## src/rtl/frame_pkg.sv

```systemverilog
// Shared frame geometry and arbiter FSM encoding for the frame RAM path.
// Latency: n/a (constants, types and one elaboration-time helper only).
// Backpressure: n/a.
package frame_pkg;

    // 320x240 frame of 8-bit pixels stored linearly in one single-port RAM.
    localparam int FRAME_W     = 320;
    localparam int FRAME_H     = 240;
    localparam int FRAME_DEPTH = FRAME_W * FRAME_H;
    localparam int FRAME_AW    = 17;
    localparam int PIX_W       = 8;

    // Arbiter control states. SWITCH is the single bubble between owners.
    typedef enum logic [1:0] {
        ARB_IDLE   = 2'd0,
        ARB_GRANT  = 2'd1,
        ARB_SWITCH = 2'd2
    } arb_state_e;

    // Index width for an n-entry selector; never collapses to zero bits.
    function automatic int ptr_w(input int n);
        return (n > 1) ? $clog2(n) : 1;
    endfunction

endpackage

```

## src/rtl/frame_ram_arbiter_rr_pick.sv

```systemverilog
// Round-robin priority selector: first set request at or after the pointer, wrapping.
// Latency: purely combinational, zero cycles.
// Backpressure: none; the caller decides when the winner is taken.
//
// Ports:
//   req_i  [N-1:0]  request vector
//   ptr_i  [PW-1:0] index with the highest priority this cycle (must be < N)
//   win_o  [N-1:0]  one-hot winner, all zero when nothing requests
//   vld_o           a winner exists
module rr_pick
    import frame_pkg::*;
#(
    parameter int N  = 3,
    parameter int PW = ptr_w(N)
) (
    input  logic [N-1:0]  req_i,
    input  logic [PW-1:0] ptr_i,
    output logic [N-1:0]  win_o,
    output logic          vld_o
);

    logic [PW-1:0] idx;

    // Walk the ring starting at the pointer; the first hit wins and later
    // hits are masked by vld_o.
    always_comb begin
        win_o = '0;
        vld_o = 1'b0;
        idx   = '0;
        for (int i = 0; i < N; i++) begin
            idx = PW'((int'(ptr_i) + i) % N);
            if (!vld_o && req_i[idx]) begin
                win_o[idx] = 1'b1;
                vld_o      = 1'b1;
            end
        end
    end

endmodule

```

## src/rtl/frame_ram_arbiter.sv

```systemverilog
// Round-robin, burst-locked arbiter sharing one single-port frame RAM among N_REQ engines.
// Latency: grant 1 cycle after request from idle (2 after an owner drops); read data RD_LAT cycles after the access.
// Backpressure: requesters wait with req_i high until gnt_o; read responses cannot be stalled.
//
// Ports:
//   clk_i, rst_i (async, active low)
//   req_i/we_i [N_REQ]        per-requester request and write flag
//   addr_i [N_REQ*AW]         packed addresses, requester k at [k*AW +: AW]
//   data_i [N_REQ*DW]         packed write data, requester k at [k*DW +: DW]
//   gnt_o [N_REQ]             registered one-hot grant
//   rvalid_o [N_REQ], data_o  tagged read response on a shared data bus
//   addr_err_o [N_REQ]        pulse in an access cycle whose address is >= DEPTH
//   ram_en_o/ram_we_o/ram_addr_o/ram_data_o/ram_data_i  direct RAM port
// Optional: define FRAME_ARB_STATS_EN to add grant_cnt_o [N_REQ*32], one
//   saturating access counter per requester (error accesses included).
module frame_ram_arbiter
    import frame_pkg::*;
#(
    parameter int N_REQ     = 3,
    parameter int AW        = FRAME_AW,
    parameter int DW        = PIX_W,
    parameter int DEPTH     = FRAME_DEPTH,
    parameter int MAX_BURST = 64,
    parameter int RD_LAT    = 1
) (
    input  logic                clk_i,
    input  logic                rst_i,
    input  logic [N_REQ-1:0]    req_i,
    input  logic [N_REQ-1:0]    we_i,
    input  logic [N_REQ*AW-1:0] addr_i,
    input  logic [N_REQ*DW-1:0] data_i,
    output logic [N_REQ-1:0]    gnt_o,
    output logic [N_REQ-1:0]    rvalid_o,
    output logic [DW-1:0]       data_o,
    output logic [N_REQ-1:0]    addr_err_o,
    output logic                ram_en_o,
    output logic                ram_we_o,
    output logic [AW-1:0]       ram_addr_o,
    output logic [DW-1:0]       ram_data_o,
    input  logic [DW-1:0]       ram_data_i
`ifdef FRAME_ARB_STATS_EN
    ,
    output logic [N_REQ*32-1:0] grant_cnt_o
`endif
);

    localparam int PW = ptr_w(N_REQ);
    localparam int BW = ptr_w(MAX_BURST);
    localparam logic [BW-1:0] BURST_LAST = BW'(MAX_BURST - 1);
    // One extra bit so DEPTH == 2**AW still compares correctly.
    localparam logic [AW:0]   DEPTH_V    = (AW + 1)'(DEPTH);

    // ---------------------------------------------------------------
    // State
    // ---------------------------------------------------------------
    arb_state_e       state_q, state_d;
    logic [N_REQ-1:0] gnt_q,   gnt_d;
    logic [PW-1:0]    ptr_q,   ptr_d;
    logic [BW-1:0]    burst_q, burst_d;

    // Read return pipeline: valid, requester tag and address-error flag.
    logic [RD_LAT-1:0]         rd_vld_q, rd_vld_d;
    logic [RD_LAT-1:0][PW-1:0] rd_tag_q, rd_tag_d;
    logic [RD_LAT-1:0]         rd_err_q, rd_err_d;
    logic [DW-1:0]             data_q,   data_d;

    // ---------------------------------------------------------------
    // Granted-requester datapath
    // ---------------------------------------------------------------
    logic [PW-1:0]    gidx;
    logic             acc;
    logic             sel_we;
    logic [AW-1:0]    sel_addr;
    logic [DW-1:0]    sel_data;
    logic             addr_bad;
    logic             others_pend;
    logic [PW-1:0]    ptr_next;
    logic [N_REQ-1:0] pick_win;
    logic             pick_vld;

    always_comb begin
        gidx = '0;
        for (int k = 0; k < N_REQ; k++) begin
            if (gnt_q[k]) gidx = PW'(k);
        end
    end

    // An access happens in every GRANT cycle where the owner still requests;
    // the owner may drop req_i at any time without penalty.
    assign acc         = (state_q == ARB_GRANT) && |(gnt_q & req_i);
    assign sel_we      = we_i[gidx];
    assign sel_addr    = addr_i[int'(gidx)*AW +: AW];
    assign sel_data    = data_i[int'(gidx)*DW +: DW];
    assign addr_bad    = {1'b0, sel_addr} >= DEPTH_V;
    assign others_pend = |(req_i & ~gnt_q);
    assign ptr_next    = (gidx == PW'(N_REQ - 1)) ? '0 : gidx + 1'b1;

    rr_pick #(
        .N  (N_REQ),
        .PW (PW)
    ) u_rr_pick (
        .req_i (req_i),
        .ptr_i (ptr_q),
        .win_o (pick_win),
        .vld_o (pick_vld)
    );

    // ---------------------------------------------------------------
    // FSM: state register
    // ---------------------------------------------------------------
    always_ff @(posedge clk_i or negedge rst_i) begin
        if (!rst_i) begin
            state_q <= ARB_IDLE;
            gnt_q   <= '0;
            ptr_q   <= '0;
            burst_q <= '0;
        end else begin
            state_q <= state_d;
            gnt_q   <= gnt_d;
            ptr_q   <= ptr_d;
            burst_q <= burst_d;
        end
    end

    // ---------------------------------------------------------------
    // FSM: next state
    // ---------------------------------------------------------------
    always_comb begin
        state_d = state_q;
        gnt_d   = gnt_q;
        ptr_d   = ptr_q;
        burst_d = burst_q;
        case (state_q)
            // SWITCH already carries the bubble, so it arbitrates exactly
            // like IDLE; that keeps the handover to one dead cycle.
            ARB_IDLE, ARB_SWITCH: begin
                gnt_d = '0;
                if (pick_vld) begin
                    gnt_d   = pick_win;
                    burst_d = '0;
                    state_d = ARB_GRANT;
                end else begin
                    state_d = ARB_IDLE;
                end
            end
            ARB_GRANT: begin
                if (!acc) begin
                    gnt_d   = '0;
                    ptr_d   = ptr_next;
                    state_d = ARB_SWITCH;
                end else if (burst_q == BURST_LAST) begin
                    burst_d = '0;
                    // Burst limit only forces a handover when someone waits;
                    // a lone streamer keeps the RAM with a fresh count.
                    if (others_pend) begin
                        gnt_d   = '0;
                        ptr_d   = ptr_next;
                        state_d = ARB_SWITCH;
                    end
                end else begin
                    burst_d = burst_q + 1'b1;
                end
            end
            default: begin
                gnt_d   = '0;
                state_d = ARB_IDLE;
            end
        endcase
    end

    // ---------------------------------------------------------------
    // FSM: outputs (RAM port driven straight from the granted inputs)
    // ---------------------------------------------------------------
    always_comb begin
        gnt_o      = gnt_q;
        ram_en_o   = acc && !addr_bad;
        ram_we_o   = acc && !addr_bad && sel_we;
        ram_addr_o = acc ? sel_addr : '0;
        ram_data_o = acc ? sel_data : '0;
        addr_err_o = (acc && addr_bad) ? gnt_q : '0;
    end

    // ---------------------------------------------------------------
    // Read return path
    // ---------------------------------------------------------------
    // The tag travels with the read so responses land on the right
    // requester even after the grant has moved on. Out-of-range reads
    // still occupy a slot and come back as zero.
    always_comb begin
        rd_vld_d    = '0;
        rd_tag_d    = '0;
        rd_err_d    = '0;
        rd_vld_d[0] = acc && !sel_we;
        rd_tag_d[0] = gidx;
        rd_err_d[0] = addr_bad;
        for (int s = 1; s < RD_LAT; s++) begin
            rd_vld_d[s] = rd_vld_q[s-1];
            rd_tag_d[s] = rd_tag_q[s-1];
            rd_err_d[s] = rd_err_q[s-1];
        end
    end

    always_comb begin
        rvalid_o = '0;
        data_o   = data_q;
        if (rd_vld_q[RD_LAT-1]) begin
            rvalid_o[rd_tag_q[RD_LAT-1]] = 1'b1;
            data_o = rd_err_q[RD_LAT-1] ? '0 : ram_data_i;
        end
        // Bus holds the last returned value between responses.
        data_d = data_o;
    end

    always_ff @(posedge clk_i or negedge rst_i) begin
        if (!rst_i) begin
            rd_vld_q <= '0;
            rd_tag_q <= '0;
            rd_err_q <= '0;
            data_q   <= '0;
        end else begin
            rd_vld_q <= rd_vld_d;
            rd_tag_q <= rd_tag_d;
            rd_err_q <= rd_err_d;
            data_q   <= data_d;
        end
    end

`ifdef FRAME_ARB_STATS_EN
    // ---------------------------------------------------------------
    // Per-requester access counters, saturating at all-ones
    // ---------------------------------------------------------------
    logic [N_REQ-1:0][31:0] cnt_q, cnt_d;

    always_comb begin
        cnt_d = cnt_q;
        for (int k = 0; k < N_REQ; k++) begin
            if (acc && gnt_q[k] && (cnt_q[k] != 32'hFFFF_FFFF)) begin
                cnt_d[k] = cnt_q[k] + 32'd1;
            end
        end
    end

    always_ff @(posedge clk_i or negedge rst_i) begin
        if (!rst_i) begin
            cnt_q <= '0;
        end else begin
            cnt_q <= cnt_d;
        end
    end

    assign grant_cnt_o = cnt_q;
`endif

endmodule
```

## config.mk

```make
export PLATFORM = sky130hd
export DESIGN_NAME = frame_ram_arbiter
export DESIGN_NICKNAME = d
export VERILOG_FILES = /design/src/rtl/frame_pkg.sv /design/src/rtl/frame_ram_arbiter_rr_pick.sv /design/src/rtl/frame_ram_arbiter.sv
export SDC_FILE = /design/constraint.sdc
export NUM_CORES = 1
export LEC_CHECK = 0
export ABC_CLOCK_PERIOD_IN_PS = 2100
export CAP_MARGIN = 25
export CORE_MARGIN = 5
export CORE_UTILIZATION = 34
export CTS_BUF_LIST = sky130_fd_sc_hd__clkbuf_8
export CTS_CLUSTER_DIAMETER = 120
export DETAILED_ROUTE_END_ITERATION = 6
export PLACE_DENSITY = 0.77
export SLEW_MARGIN = 10
export SYNTH_ARGS = -nofsm -noshare
export SYNTH_HDL_FRONTEND = slang
export SYNTH_SLANG_ARGS = --single-unit
```

## constraint.sdc

```tcl
create_clock -name clk_i -period 2.1 [get_ports clk_i]
set_input_delay 0.21 -clock clk_i [delete_from_list [all_inputs] [get_ports clk_i]]
set_output_delay 0.21 -clock clk_i [all_outputs]
set_load 0.02 [all_outputs]
```

* Yosys cells after proc, flatten, opt, wreduce, memory -nomap -nowiden
Cells that the tools add are included.
Word-level totals: flip-flop bits (word level) 25, input port bits 91
Cells by class: add/subtract/negate cells 4, $mul 1, divide/modulo/power cells 3, order comparisons 10, eq/ne operators 10, shift-type cells 2, mux-type cells 48, bitwise logic cells 5, reductions and logical operators 23
Operators with widths (count):
- $mod A32 B3 Y32 const B | 2
- $shiftx A51 B8 Y17 | 1
- $mod A3 B3 Y32 const B | 1
- $mux W3 | 9
- $mux W8 | 3
- $shiftx A24 B6 Y8 | 1
- $mux W6 | 3
- $ge A17 B17 Y1 const B | 1
- $mux W17 | 1
- $mux W2 | 8
- $lt A2 B3 Y1 const B | 5
- $mux W1 | 13
- $pmux W6 S2 | 1
- $logic_and A1 B1 Y1 | 11
- $bmux W1 S2 | 4
- $demux W1 S2 | 4
- $ge A2 B1 Y1 const B | 4
- $mul A2 B5 Y7 const B | 1
- $add A6 B1 Y6 const B | 1
- $and A3 B3 Y3 | 2
- $eq A6 B6 Y1 const B | 1
- $or A3 B3 Y3 | 2
- $pmux W3 S2 | 1
- $reduce_and A3 Y1 | 2
- other kinds (17) | 24

* Depth between registers and ports, before layout
Gate-level depths: netlist of run 1.
depth in word-level cells 12, mapped depth 7, depth with buffers taken out 7

* By module
From an unflattened synthesis of run 1, not the netlist that was laid out.
Second synthesis, totals: cells, all modules 266, area total of the unflattened synthesis 2135.8 µm²
By module, submodules not included:
- frame_ram_arbiter | instances 1, cells an instance 228, area an instance 1864.3 µm², seq. area each 625.6 µm²
- rr_pick | instances 1, cells an instance 38, area an instance 271.5 µm², seq. area each 0.0 µm²

* Worst setup path before layout of run 1
No wires, ideal clock.
kind reg-to-reg, from reg ptr_q[0], to reg state_q[0], setup time 0.127 ns, arrival time 1.989 ns, data required time 1.973 ns, setup slack -0.016 ns, stages on the path, launching flop included 7, buffers on the path 0, clock period less this slack 2.116 ns, path through dfrtp_1 inv_1 ha_1 mux2_2 a222oi_1 a21oi_1 or2_2
Between the ends: word-level cells in the longest chain between the ends 12
RTL lines:
- start, declared | RTL line frame_ram_arbiter.sv:58 | logic [PW-1:0] ptr_q, ptr_d;
- start signal, assigned | RTL line frame_ram_arbiter.sv:120 | ptr_q <= ptr_d;
- parallel branches: the longest is 9 deep, another holds $mod A32 B3 Y32
- $mux W1 (*) | RTL line frame_ram_arbiter_rr_pick.sv:32 | if (!vld_o && req_i[idx]) begin
- $mux W1 (*) | RTL line frame_ram_arbiter.sv:138 | if (pick_vld) begin
- $pmux W2 S2 (*) | RTL line frame_ram_arbiter.sv:133 | case (state_q)
- end signal, assigned | RTL line frame_ram_arbiter.sv:118 | state_q <= state_d;
- end, declared | RTL line frame_ram_arbiter.sv:56 | arb_state_e state_q, state_d;
Mark *: on every way between the ends. The select of a mux whose other input is x is not followed. A chain may end at the register's enable or synchronous reset.

* Worst setup path in the final report of run 1
from reg gnt_q[1] (netlist: gnt_o[1]), to out ram_we_o
Between the ends: word-level cells in the longest chain between the ends 8
RTL lines:
- start, declared | RTL line frame_ram_arbiter.sv:57 | logic [N_REQ-1:0] gnt_q, gnt_d;
- start signal, assigned | RTL line frame_ram_arbiter.sv:119 | gnt_q <= gnt_d;
- $mux W1 | RTL line frame_ram_arbiter.sv:84 | if (gnt_q[k]) gidx = PW'(k);
- $mux W2 | RTL line frame_ram_arbiter.sv:84
- $mul A2 B5 Y7 | RTL line frame_ram_arbiter.sv:92 | assign sel_addr = addr_i[int'(gidx)*AW +: AW];
- $shiftx A51 B8 Y17 | RTL line frame_ram_arbiter.sv:92
- $ge A17 B17 Y1 | RTL line frame_ram_arbiter.sv:94 | assign addr_bad = {1'b0, sel_addr} >= DEPTH_V;
- $logic_not A1 Y1 | RTL line frame_ram_arbiter.sv:177 | ram_we_o = acc && !addr_bad && sel_we;
- $logic_and A1 B1 Y1 | RTL line frame_ram_arbiter.sv:177
- $logic_and A1 B1 Y1 (*) | RTL line frame_ram_arbiter.sv:177
- end, declared | RTL line frame_ram_arbiter.sv:37 | output logic ram_we_o,
Every way passes the cells marked *; elsewhere a longest branch is shown, timed or not. The select of a mux whose other input is x is not followed.

==> results.ini, run 1 <==
[synth]
syn-cell-area_um2 = 2091
yosys-mux-area-fraction_pct = 18.37
synth-seq-cells = 25
synthCells = 268
synth_top_flop_cell = dfrtp_1
ys_seq_area_share_pct = 29.92
synth_compound_area_share_pct = 18.91
synthDistinctLibCells = 43
synth_xor_area_share_pct = 0.4189
synth_area_per_cell_um2 = 7.801
yosys.area.top_type = dfrtp_1
synth.net_count = 364
synth_top_area_share_pct = 29.92
synthAdderAreaFrac_pct = 2.992
synth_edf_count = 0
yosysWarnings = 0
yosys.area_share.simple_pct = 22.26
yosys-top-cells-area = dfrtp_1, mux2i_1, nor2_1
synth_top_family_by_area = simple AND/OR/NAND/NOR gates
synthArstFlopShare_pct = 100.0

[clock_tree]
cts_buffers = 3
cts_sinks = 25
clk_pin_slew_ns = 0.09
insertion_delay_ns = 0.28
cts_tree = done
cts_buffer_depth = 2
cts_max_level = 1
cts_root_buf = clkbuf_8
cts_hold_buf = 0

[sta]
skew_ns = 0.004420
fmax_mhz = 456.4
whs_ns = 0.3111
finalCritPeriodShare_pct = 104.3
setup_violations = 6
slew-limit-headroom_pct = 75.45
hold_viol = 0
drv_slew = 0
rsz0062_at_grt = true
fin_crit_ns = 2.191
fin_ws_ns = -0.09109
tightest_slew_ns = 0.3644

[routing]
routed_wl_um = 8529
via_per_inst = 5.008
drc = 0
vias = 2604
routedWlPerCell_um = 16.40
wl_met3_um = 640
dr_wl_met2_um = 4272
first_iter_violations = 108
drt_first_pass_iters = 4
top_layer = met4
ant_nets = 0
wl_met1_um = 3461

[worst_setup_path]
worstPathMaxFanout = 8
path_common_cell = buf_4
crit_chain = buf_6 -> clkbuf_16 -> buf_4 -> mux2i_1 -> o21ai_0 -> nand2_2 -> a21oi_1 -> buf_4
path_class = reg -> out
critPathRequiredTime_ns = 1.89
crit_path_end_kind = primary output
cp-start-kind = register
worst-endpoint-arrival_ns = 1.98
slowest_stage = dfrtp_2
slowest_delay_ns = 0.45

[layout]
final_nets = 542
final_layout_size_suffix_gt1_share_pct = 31.24
area_growth_pct = 101.0
most-common-layout-cells = clkdlybuf4s50_1, buf_4, nor2_1
n_antenna_cell = 0
final_common_cell = clkdlybuf4s50_1
final_util_pct = 70.55

[placed_design]
port_buffers = 134
preCtsSetupSlack_ns = -0.4036
gp_congestion = 0.8211
dp_hpwl_um = 6410

[status]
violations = negative setup slack
status = finished with violations

[die]
coreArea_um2 = 5956
die-area_um2 = 7817
start_util_pct = 35.11
fp-row-count = 28
die_w_um = 88.42
die_h_um = 88.42
ios = 135

[global_route]
grt_first_pass_wirelength_um = 11900
grt-ovfl-total = 0
grt_pass1_vias = 2379
grt_max_degree = 37
grt_usage_pct = 19.27
antenna_found_initial = 0

[pwr]
p_leak_uw = 0.001809
vdd_drop_max_uv = 703.8
cellPowerDensity_nw_per_um2 = 1073

[job]
maxCapViolCount = 0

[worst_hold_path]
hp-class = in -> async

[cell type report]
| class | instances | area, um2 |
|---|---|---|
| multi-input combinational | 210 | 1550 |
| clock buffer | 3 | 41.29 |
| tap | 75 | 93.84 |
| clock inverter | 1 | 7.507 |
| fill | 454 | 1754 |
| timing repair buffer | 188 | 1814 |
| inverter | 18 | 67.56 |
| sequential | 25 | 626.9 |
[where the power goes]
group | internal, uW | leakage, uW | switching, uW
clock network | 135 | 0.0000217 | 164
registers | 656 | 0.000323 | 108
logic | 1730 | 0.00146 | 1710
total | 2520 | 0.00181 | 1980
[synth_stat cells, types with 3 or more instances]
cell type	n
nand2_1	23
nand3_1	6
nor3_1	6
a31oi_1	3
a21oi_1	23
mux2i_1	29
ha_1	5
nor2_1	50
inv_1	17
buf_2	5
a22o_1	4
clkbuf_1	5
mux2_2	7
o21ai_0	16
o21a_1	4
nand2b_1	5
a222oi_1	3
dfrtp_1	25
[repair_timing]
item | CTS | global route
setup buffers | 4 | 11
setup endpoints to repair | 42 | 46
cloned | 0 | 2
pin swaps | 6 | 16
gates resized for setup | 140 | 101
[sequential cells by signal (all words and copies together) (netlist names)]
signal / flops
rd_err_q: 1
rd_tag_q: 2
rd_vld_q: 1
data_q: 8
state_q: 2
gnt_o: 3
burst_q: 6
ptr_q: 2
[path summary, 6_finish.rpt]
path	startpoint	end	slack, ns	cells past startpoint
max	gnt_o[1]	ram_we_o	-0.09	8
min	rst_i	burst_q[4]	0.31	2
max reg2reg	gnt_o[1]	ptr_q[1]	0.07	9
min reg2reg	burst_q[5]	burst_q[5]	0.53	1
max in group asynchronous	rst_i	gnt_o[1]	1.53	2
min in group clk_i	burst_q[5]	burst_q[5]	0.53	1
[kinds of logic after synthesis]
kind of cell,Yosys count
compound gates,64
xor+xnor,1
fa+ha+maj,5
buf+inv,33
flops,25
mux,37
simple gates,103
[worst max-delay path, delay by kind of cell, from the launching register on]
| kind | cells | cell delay (ns) |
|---|---|---|
| simple gates | 1 | 0.09 |
| mux | 1 | 0.10 |
| flops | 1 | 0.45 |
| compound gates | 2 | 0.46 |
| buf+inv | 4 | 0.59 |
[per-stage QoR]
| step | instances | instance area [um2] | TNS [ns] | power (uW) |
|---|---|---|---|---|
| after floorplan | 268 | 2095 | 0 | 2356 |
| after global placement | 500 | 3746 | -6.576 | 3510 |
| after detailed placement | 500 | 3746 | -6.624 | 3581 |
| after CTS | 508 | 3745 | -0.2620 | 3955 |
| after global routing | 520 | 4202 | -2.737 | 4809 |
| final | 520 | 4202 | -0.3032 | 4507 |
[routing by layer]
| layer | vias to the layer above | global-route usage, % |
|---|---|---|
| met5 | - | 0 |
| met4 | 0 | 5.220 |
| met3 | 13 | 4.935 |
| met2 | 105 | 31.95 |
| met1 | 1208 | 24.94 |
| li1 | 1278 | - |
(Power assumes the default switching activity.)
==> inputs of run 2 (changes only) <==
--- a/config.mk
+++ b/config.mk
@@ -6,7 +6,6 @@
 export NUM_CORES = 1
 export LEC_CHECK = 0
 export ABC_CLOCK_PERIOD_IN_PS = 2100
-export CAP_MARGIN = 25
 export CORE_MARGIN = 5
 export CORE_UTILIZATION = 34
 export CTS_BUF_LIST = sky130_fd_sc_hd__clkbuf_8
==> results of run 2 <==
Same layout as run 1: the final DEF is identical, and so are final timing and power.
==> inputs of run 3 (changes only) <==
--- a/config.mk
+++ b/config.mk
@@ -11,6 +11,7 @@
 export CTS_BUF_LIST = sky130_fd_sc_hd__clkbuf_8
 export CTS_CLUSTER_DIAMETER = 120
 export DETAILED_ROUTE_END_ITERATION = 6
+export HOLD_SLACK_MARGIN = 0.02
 export PLACE_DENSITY = 0.77
 export SLEW_MARGIN = 10
 export SYNTH_ARGS = -nofsm -noshare
==> results of run 3 <==
Same layout as run 1: the final DEF is identical, and so are final timing and power.
